===== src/rtl/up3_pkg.sv =====
// Shared definitions for the UP3 controller and its datapath: state
// encoding, opcode values and AC input-select codes.
package up3_pkg;

  typedef enum logic [2:0] {
    ST_IDLE    = 3'd0,
    ST_FETCH_U = 3'd1,
    ST_DECODE  = 3'd2,
    ST_FETCH_L = 3'd3,
    ST_EXEC    = 3'd4,
    ST_STORE   = 3'd5,
    ST_HALT    = 3'd6
  } state_t;

  localparam logic [7:0] OP_NOP = 8'h00;
  localparam logic [7:0] OP_LDI = 8'h01;
  localparam logic [7:0] OP_LDM = 8'h02;
  localparam logic [7:0] OP_STM = 8'h03;
  localparam logic [7:0] OP_ADD = 8'h04;
  localparam logic [7:0] OP_JMP = 8'h05;
  localparam logic [7:0] OP_JNZ = 8'h06;
  localparam logic [7:0] OP_HLT = 8'hFF;

  localparam logic [1:0] AC_SRC_IR  = 2'b00;
  localparam logic [1:0] AC_SRC_MDR = 2'b01;
  localparam logic [1:0] AC_SRC_ADD = 2'b10;

  // Anything outside the defined opcode set is treated as illegal and
  // executes with NOP timing.
  function automatic logic isIllegalOp(input logic [7:0] op);
    logic legal;
    legal = (op <= OP_JNZ) || (op == OP_HLT);
    return !legal;
  endfunction

endpackage


===== src/rtl/up3_ctrl.sv =====
// UP3 control unit: sequences fetch/decode/execute for the UP3 datapath,
// detects step edges, tracks the sticky illegal flag and counts retired
// instructions.
module up3_ctrl
  import up3_pkg::*;
#(
  parameter int COUNT_W = 8
) (
  input  logic               clk,
  input  logic               reset,
  input  logic               run,
  input  logic               step,
  input  logic [7:0]         opcode,
  input  logic               ac_zero,
  output logic [2:0]         STATE,
  output logic               FETCH,
  output logic               LOAD_IRU,
  output logic               LOAD_IRL,
  output logic               LOAD_PC,
  output logic               INCR_PC,
  output logic               LOAD_AC,
  output logic               STORE_MEM,
  output logic [1:0]         ac_src,
  output logic               addr_src,
  output logic               halted,
  output logic               illegal,
  output logic [COUNT_W-1:0] instr_count
);

  state_t             r_state;
  state_t             w_nextState;
  logic               r_stepQ;
  logic               r_illegal;
  logic [COUNT_W-1:0] r_count;
  logic               w_stepEdge;
  logic               w_retire;

  // A step request is only a low-to-high transition; step_q resets high so a
  // step held across reset release is not mistaken for a new request.
  assign w_stepEdge = step & ~r_stepQ;

  // An instruction retires when EXEC finishes (unless a store follows), when
  // STORE finishes, or when a HLT moves the machine into HALT.
  assign w_retire = ((r_state == ST_EXEC) && (w_nextState != ST_STORE)) ||
                    (r_state == ST_STORE) ||
                    ((r_state != ST_HALT) && (w_nextState == ST_HALT));

  assign STATE       = r_state;
  assign halted      = (r_state == ST_HALT);
  assign illegal     = r_illegal;
  assign instr_count = r_count;

  // State register and step history; reset wins over everything.
  always_ff @(posedge clk) begin
    if (reset) begin
      r_state <= ST_IDLE;
      r_stepQ <= 1'b1;
    end else begin
      r_state <= w_nextState;
      r_stepQ <= step;
    end
  end

  // Sticky illegal flag set when an undefined opcode is decoded, and the
  // wrapping retired-instruction counter.
  always_ff @(posedge clk) begin
    if (reset) begin
      r_illegal <= 1'b0;
      r_count   <= '0;
    end else begin
      if ((r_state == ST_DECODE) && isIllegalOp(opcode)) begin
        r_illegal <= 1'b1;
      end
      if (w_retire) begin
        r_count <= r_count + COUNT_W'(1);
      end
    end
  end

  // Next-state sequencing; step edges seen outside IDLE are simply dropped,
  // and a run that falls mid-instruction lets the instruction finish first.
  always_comb begin
    w_nextState = r_state;
    case (r_state)
      ST_IDLE: begin
        if (run || w_stepEdge) begin
          w_nextState = ST_FETCH_U;
        end
      end
      ST_FETCH_U: w_nextState = ST_DECODE;
      ST_DECODE: begin
        if (opcode == OP_HLT) begin
          w_nextState = ST_HALT;
        end else if ((opcode == OP_NOP) || isIllegalOp(opcode)) begin
          w_nextState = ST_EXEC;
        end else begin
          w_nextState = ST_FETCH_L;
        end
      end
      ST_FETCH_L: w_nextState = ST_EXEC;
      ST_EXEC: begin
        if (opcode == OP_STM) begin
          w_nextState = ST_STORE;
        end else begin
          w_nextState = run ? ST_FETCH_U : ST_IDLE;
        end
      end
      ST_STORE: w_nextState = run ? ST_FETCH_U : ST_IDLE;
      ST_HALT:  w_nextState = ST_HALT;
      default:  w_nextState = ST_IDLE;
    endcase
  end

  // Datapath strobes decoded purely from the registered state and opcode.
  always_comb begin
    FETCH     = 1'b0;
    LOAD_IRU  = 1'b0;
    LOAD_IRL  = 1'b0;
    LOAD_PC   = 1'b0;
    INCR_PC   = 1'b0;
    LOAD_AC   = 1'b0;
    STORE_MEM = 1'b0;
    ac_src    = AC_SRC_IR;
    addr_src  = 1'b0;
    case (r_state)
      ST_FETCH_U: begin
        FETCH    = 1'b1;
        LOAD_IRU = 1'b1;
        INCR_PC  = 1'b1;
      end
      ST_FETCH_L: begin
        FETCH    = 1'b1;
        LOAD_IRL = 1'b1;
        INCR_PC  = 1'b1;
      end
      ST_EXEC: begin
        case (opcode)
          OP_LDI: begin
            LOAD_AC = 1'b1;
            ac_src  = AC_SRC_IR;
          end
          OP_LDM: begin
            LOAD_AC  = 1'b1;
            ac_src   = AC_SRC_MDR;
            addr_src = 1'b1;
          end
          OP_ADD: begin
            LOAD_AC  = 1'b1;
            ac_src   = AC_SRC_ADD;
            addr_src = 1'b1;
          end
          OP_JMP:  LOAD_PC  = 1'b1;
          OP_JNZ:  LOAD_PC  = ~ac_zero;
          OP_STM:  addr_src = 1'b1;
          default: ;
        endcase
      end
      ST_STORE: begin
        STORE_MEM = 1'b1;
        addr_src  = 1'b1;
      end
      default: ;
    endcase
  end

endmodule


===== config.mk =====
export PLATFORM = sky130hd
export DESIGN_NAME = up3_ctrl
export DESIGN_NICKNAME = d
export VERILOG_FILES = /design/src/rtl/up3_pkg.sv /design/src/rtl/up3_ctrl.sv
export SDC_FILE = /design/constraint.sdc
export NUM_CORES = 1
export LEC_CHECK = 0
export BUFFER_PORTS_ARGS = -buffer_cell sky130_fd_sc_hd__clkbuf_2
export CAP_MARGIN = 30
export CORE_MARGIN = 2
export CORE_UTILIZATION = 32
export CTS_BUF_LIST = sky130_fd_sc_hd__clkbuf_16
export DETAILED_ROUTE_END_ITERATION = 12
export PLACE_DENSITY = 0.6
export SYNTH_ARGS = -nofsm -noshare
export SYNTH_HDL_FRONTEND = slang
export SYNTH_SLANG_ARGS = --single-unit

===== constraint.sdc =====
create_clock -name clk -period 3.1 [get_ports clk]
set_clock_uncertainty 0.2 [all_clocks]
set_input_delay 0.31 -clock clk [delete_from_list [all_inputs] [get_ports clk]]
set_output_delay 0.31 -clock clk [all_outputs]
set_load 0.01 [all_outputs]

Word-level counts from Yosys, hierarchy flattened:

Index checks and enable logic that the tools add are counted.

* bits in registers: 13
* logic and storage cells: 57

* add/sub/neg operators: 1
* $lt $le $gt $ge: 1
* equal/unequal tests: 16
* multiplexer cells: 18
* bitwise logic cells: 3
* reduce and logical (&&, ||, !) cells: 14

Operators with widths (number)
* 8-bit by 3-bit == test with 1-bit output, second input constant: 3
* 3-bit case mux with 7 select lines: 1
* 8-bit by 2-bit == test with 1-bit output, second input constant: 2
* 3-bit == test, second input constant: 4
* 3-bit two-way mux: 4
* 1-bit two-way mux: 9
* 8-bit by 1-bit adder with 8-bit output, second input constant: 1
* 8-bit by 1-bit == test with 1-bit output, second input constant: 1
* 8-bit == test, second input constant: 1
* 8-bit by 3-bit <= comparator with 1-bit output, second input constant: 1
* 8-bit zero test: 1
* 3-bit by 2-bit == test with 1-bit output, second input constant: 2
* 3-bit != test, second input constant: 2
* 3-bit OR reduction: 2
* 1-bit logical OR: 5
* 1-bit case mux with 2 select lines: 2
* 2-bit case mux with 2 select lines: 1
* 3-bit by 1-bit == test with 1-bit output, second input constant: 1
* 1-bit logical AND: 3
* 3-bit zero test: 1
* 2-bit two-way mux: 1
* 1-bit inverter: 2
* 2-bit OR reduction: 1
* 1-bit bitwise AND: 1
* 1-bit zero test: 1

Depth between registers and ports, before layout:

* word-level depth: 11
* mapped depth: 5

Worst setup path after synthesis:

OpenSTA, ideal clock, no wires.

* path type: input -> output
* start point: input port opcode[5]
* end point: output port ac_src[1]
* arrival: 1947 ps
* slack: 643 ps
* stages: 5
* cell sequence: or4_1 > buf_2 > or3_1 > or3_1 > nor4_2

* cells in the longest elaborated chain, start to end: 3

RTL lines
* from (decl): RTL line up3_ctrl.sv:13 `input logic [7:0] opcode,`
* 8-bit by 3-bit == test with 1-bit output / 8-bit by 2-bit == test with 1-bit output (equally long branches): RTL line up3_ctrl.sv:137 `case (opcode)`
* 2-bit case mux with 2 select lines *: RTL line up3_ctrl.sv:137
* 2-bit two-way mux *: RTL line up3_ctrl.sv:125 `case (r_state)`
* to (decl): RTL line up3_ctrl.sv:23 `output logic [1:0] ac_src,`

Every way passes the cells marked *; elsewhere a longest branch is shown, timed or not.

Worst setup path after layout:

* start point: input port opcode[5]
* end point: output port LOAD_PC

* cells in the longest elaborated chain, start to end: 3

RTL lines
* 8-bit by 3-bit == test with 1-bit output: RTL line up3_ctrl.sv:137
* 1-bit case mux with 2 select lines *: RTL line up3_ctrl.sv:137
* 1-bit two-way mux *: RTL line up3_ctrl.sv:125
* to (decl): RTL line up3_ctrl.sv:19 `output logic LOAD_PC,`

Marked as above.

==> summary.txt <==
Outcome
  • Status: finished, final reports clean

Finish
  • Ant. Diodes: 0
  • Nets: 163
  • Final design utilization: a little over two fifths
  • Synthesis-to-finish area growth: 27.2%
  • Share of post-route cells with drive strength above 1: between 30% and 40%

Setup path
  • CP startpoint kind: input pin
  • Worst Path Arrival: approximately 2000 ps
  • Crit Path Max Fanout: 5
  • Worst EP required: around 2600 ps
  • Kind of critical path: input pin to output port
  • FF-to-FF path depth: 4
  • CP endpoint kind: output port

Placed design
  • RD Place Congestion: approximately 0.77
  • Hpwl dp: 1690 um
  • Port Buffer Count: 35

Synth
  • Yosys reg bits: 13
  • Mapped cell area: approximately 940 um2
  • Primary FF master, synth: dfxtp_1
  • Syn nets: about 130
  • Yosys top cell by area: dfxtp_1
  • Synth async-reset ratio: 0%
  • Count leader, synth: nor2_1
  • Register area share after synthesis: ~28%
  • Syn Area/Cell: 8.01 um2
  • EDFF count, synth: 0
  • Yosys cell types: 44
  • Most instantiated cells after synthesis: 16 x nor2_1, 13 x dfxtp_1, 8 x nor2b_1
  • Syn Inst Count: between 100 and 150
  • YS warnings: 0
  • Area share of the leading cell type in the synthesized netlist: between 20% and 30%
  • Synth top area cells: dfxtp_1 28%, nor2_1 6.4%, mux2_1 6.0%

Min path
  • Worst min path class: input pin to flop
  • Min-Delay Path Depth: 2

Power
  • Maximum vdd drop: between 300 and 400 uV
  • Power Density: 405 nW/um2
  • Leakage: a little over 0.5 nW

STA
  • Worst-Margin Slew: around 560 ps
  • Setup violators final: 0
  • Slew Viols, Final: 0
  • Min cycle time layout: 2570 ps
  • Setup_tns: 0 ps
  • Fin. Hold Viols: 0
  • Max Fclk: between 300 and 400 MHz
  • Unrepaired setup endpoints after global routing: false
  • Period utilization: about 83%
  • Worst relative slew slack: between 60% and 70%
  • WHS: approximately 80 ps

CTS
  • # Post-CTS Setup Buffers: 0
  • CTS sink cnt: 13
  • Num CTS Buffers: 3
  • Clock slew seen by the registers of the worst setup and hold paths: approximately 40 ps
  • Clock buffer depth: 2
  • Root buffer cell: clkbuf_16
  • Clk Latency, worst-skew pair: roughly 240 ps
  • # H-tree levels: 1
  • CTS tree: yes
  • Post-CTS Hold Buffers: 0
  • CTS resizes: 0

Floorplanning
  • Core Region: around 2800 um2
  • Initial Utilization: roughly a third
  • Row count: 19
  • I/O Pins: 36
  • Die area: 3400 um2
  • Die height: roughly 58 um
  • Die X: ~58 um

GRT
  • Total gr overflow: 0
  • Vias in the first global route: 840
  • Initial antenna violation count: 0
  • Largest net degree at the start of global routing: 20
  • Total GRT Usage: 13.8%
  • First-pass GRT wire length: ~3600 um

Route
  • DRC: 0
  • Via density: approximately 5.5
  • DR pass1 iterations: 4
  • WL/cell: 12.5 um
  • DRT iter0 DRCs: 34
  • Final wirelength: 2240 um
  • Total number of vias: about 980
  • Antenna Violating Nets Remaining: 0

Flow run
  • Max Cap Violations: 0
## layer usage
layer  track usage (%)  wire length, um
met2              21.5             1040
met5                 0                0
met1              17.6             1040
met4              6.98               34
met3              3.52              129
## area by class of cell
type	count	area (um2)
well taps	31	38.8
multi-input cells	89	618
inverters	6	22.5
fillers	289	1580
clock inverters	1	3.75
clock buffers	3	75.1
flip-flops and latches	13	260
repair buffers	36	183
## kinds of logic after synthesis
kind of cell    after synthesis  synth area share [%]
xor+xnor                      1                 0.927
buf+inv                      16                  7.02
mux                           7                  8.21
fa+ha+maj                     1                  1.32
simple gates                 55                  32.9
flops                        13                  27.5
compound gates               25                  22.1
## worst max-delay path: stages
cell and delay [ps]:
clkbuf_2 110, or4_1 540, or3_1 350, or3_1 420
nor3_2 180, clkbuf_2 150
## power by group
part	total [mW]	switching, mW	leakage (nW)	internal (mW)
Combinational	0.0662	0.0388	0.368	0.0274
Clock	0.238	0.0680	0.0423	0.170
Sequential	0.183	0.00963	0.106	0.173
## stage by stage
| step | power, mW | std cells | setup slack [ps] | instance area (um2) |
|---|---|---|---|---|
| after floorplan | 0.230 | 118 | 643 | 945 |
| after global placement | 0.250 | 175 | 573 | 1120 |
| after detailed placement | 0.252 | 175 | 536 | 1120 |
| after CTS | 0.496 | 179 | 539 | 1200 |
| after global routing | 0.511 | 179 | 428 | 1200 |
| final | 0.487 | 179 | 531 | 1200 |
## path summary, 6_finish.rpt
kind	slack, ps	startpoint	end
worst max register to register	750	STATE[1]	instr_count[6]
worst min-delay path	80	step	r_stepQ
worst min register to register	280	illegal	illegal
worst max-delay path	530	opcode[5]	LOAD_PC
## flip-flops by register name, summed over array words and instances, names as in the netlist
register,count
r_stepQ,1
instr_count,8
illegal,1
STATE,3
## layout by cell type, fill, tap and decap left out, drive strengths merged, types with 2 or more instances in the layout
cell type	instances
nor2	16
mux2	6
nand2	4
a211oi	4
nor3	3
and2	3
o41ai	3
nor4	2
or4	2
dfxtp	13
and4	2
nor2b	8
a21oi	7
nand4	2
clkbuf	38
inv	7
or3	3
nand3	6
Power figures use the tool's default switching activity.
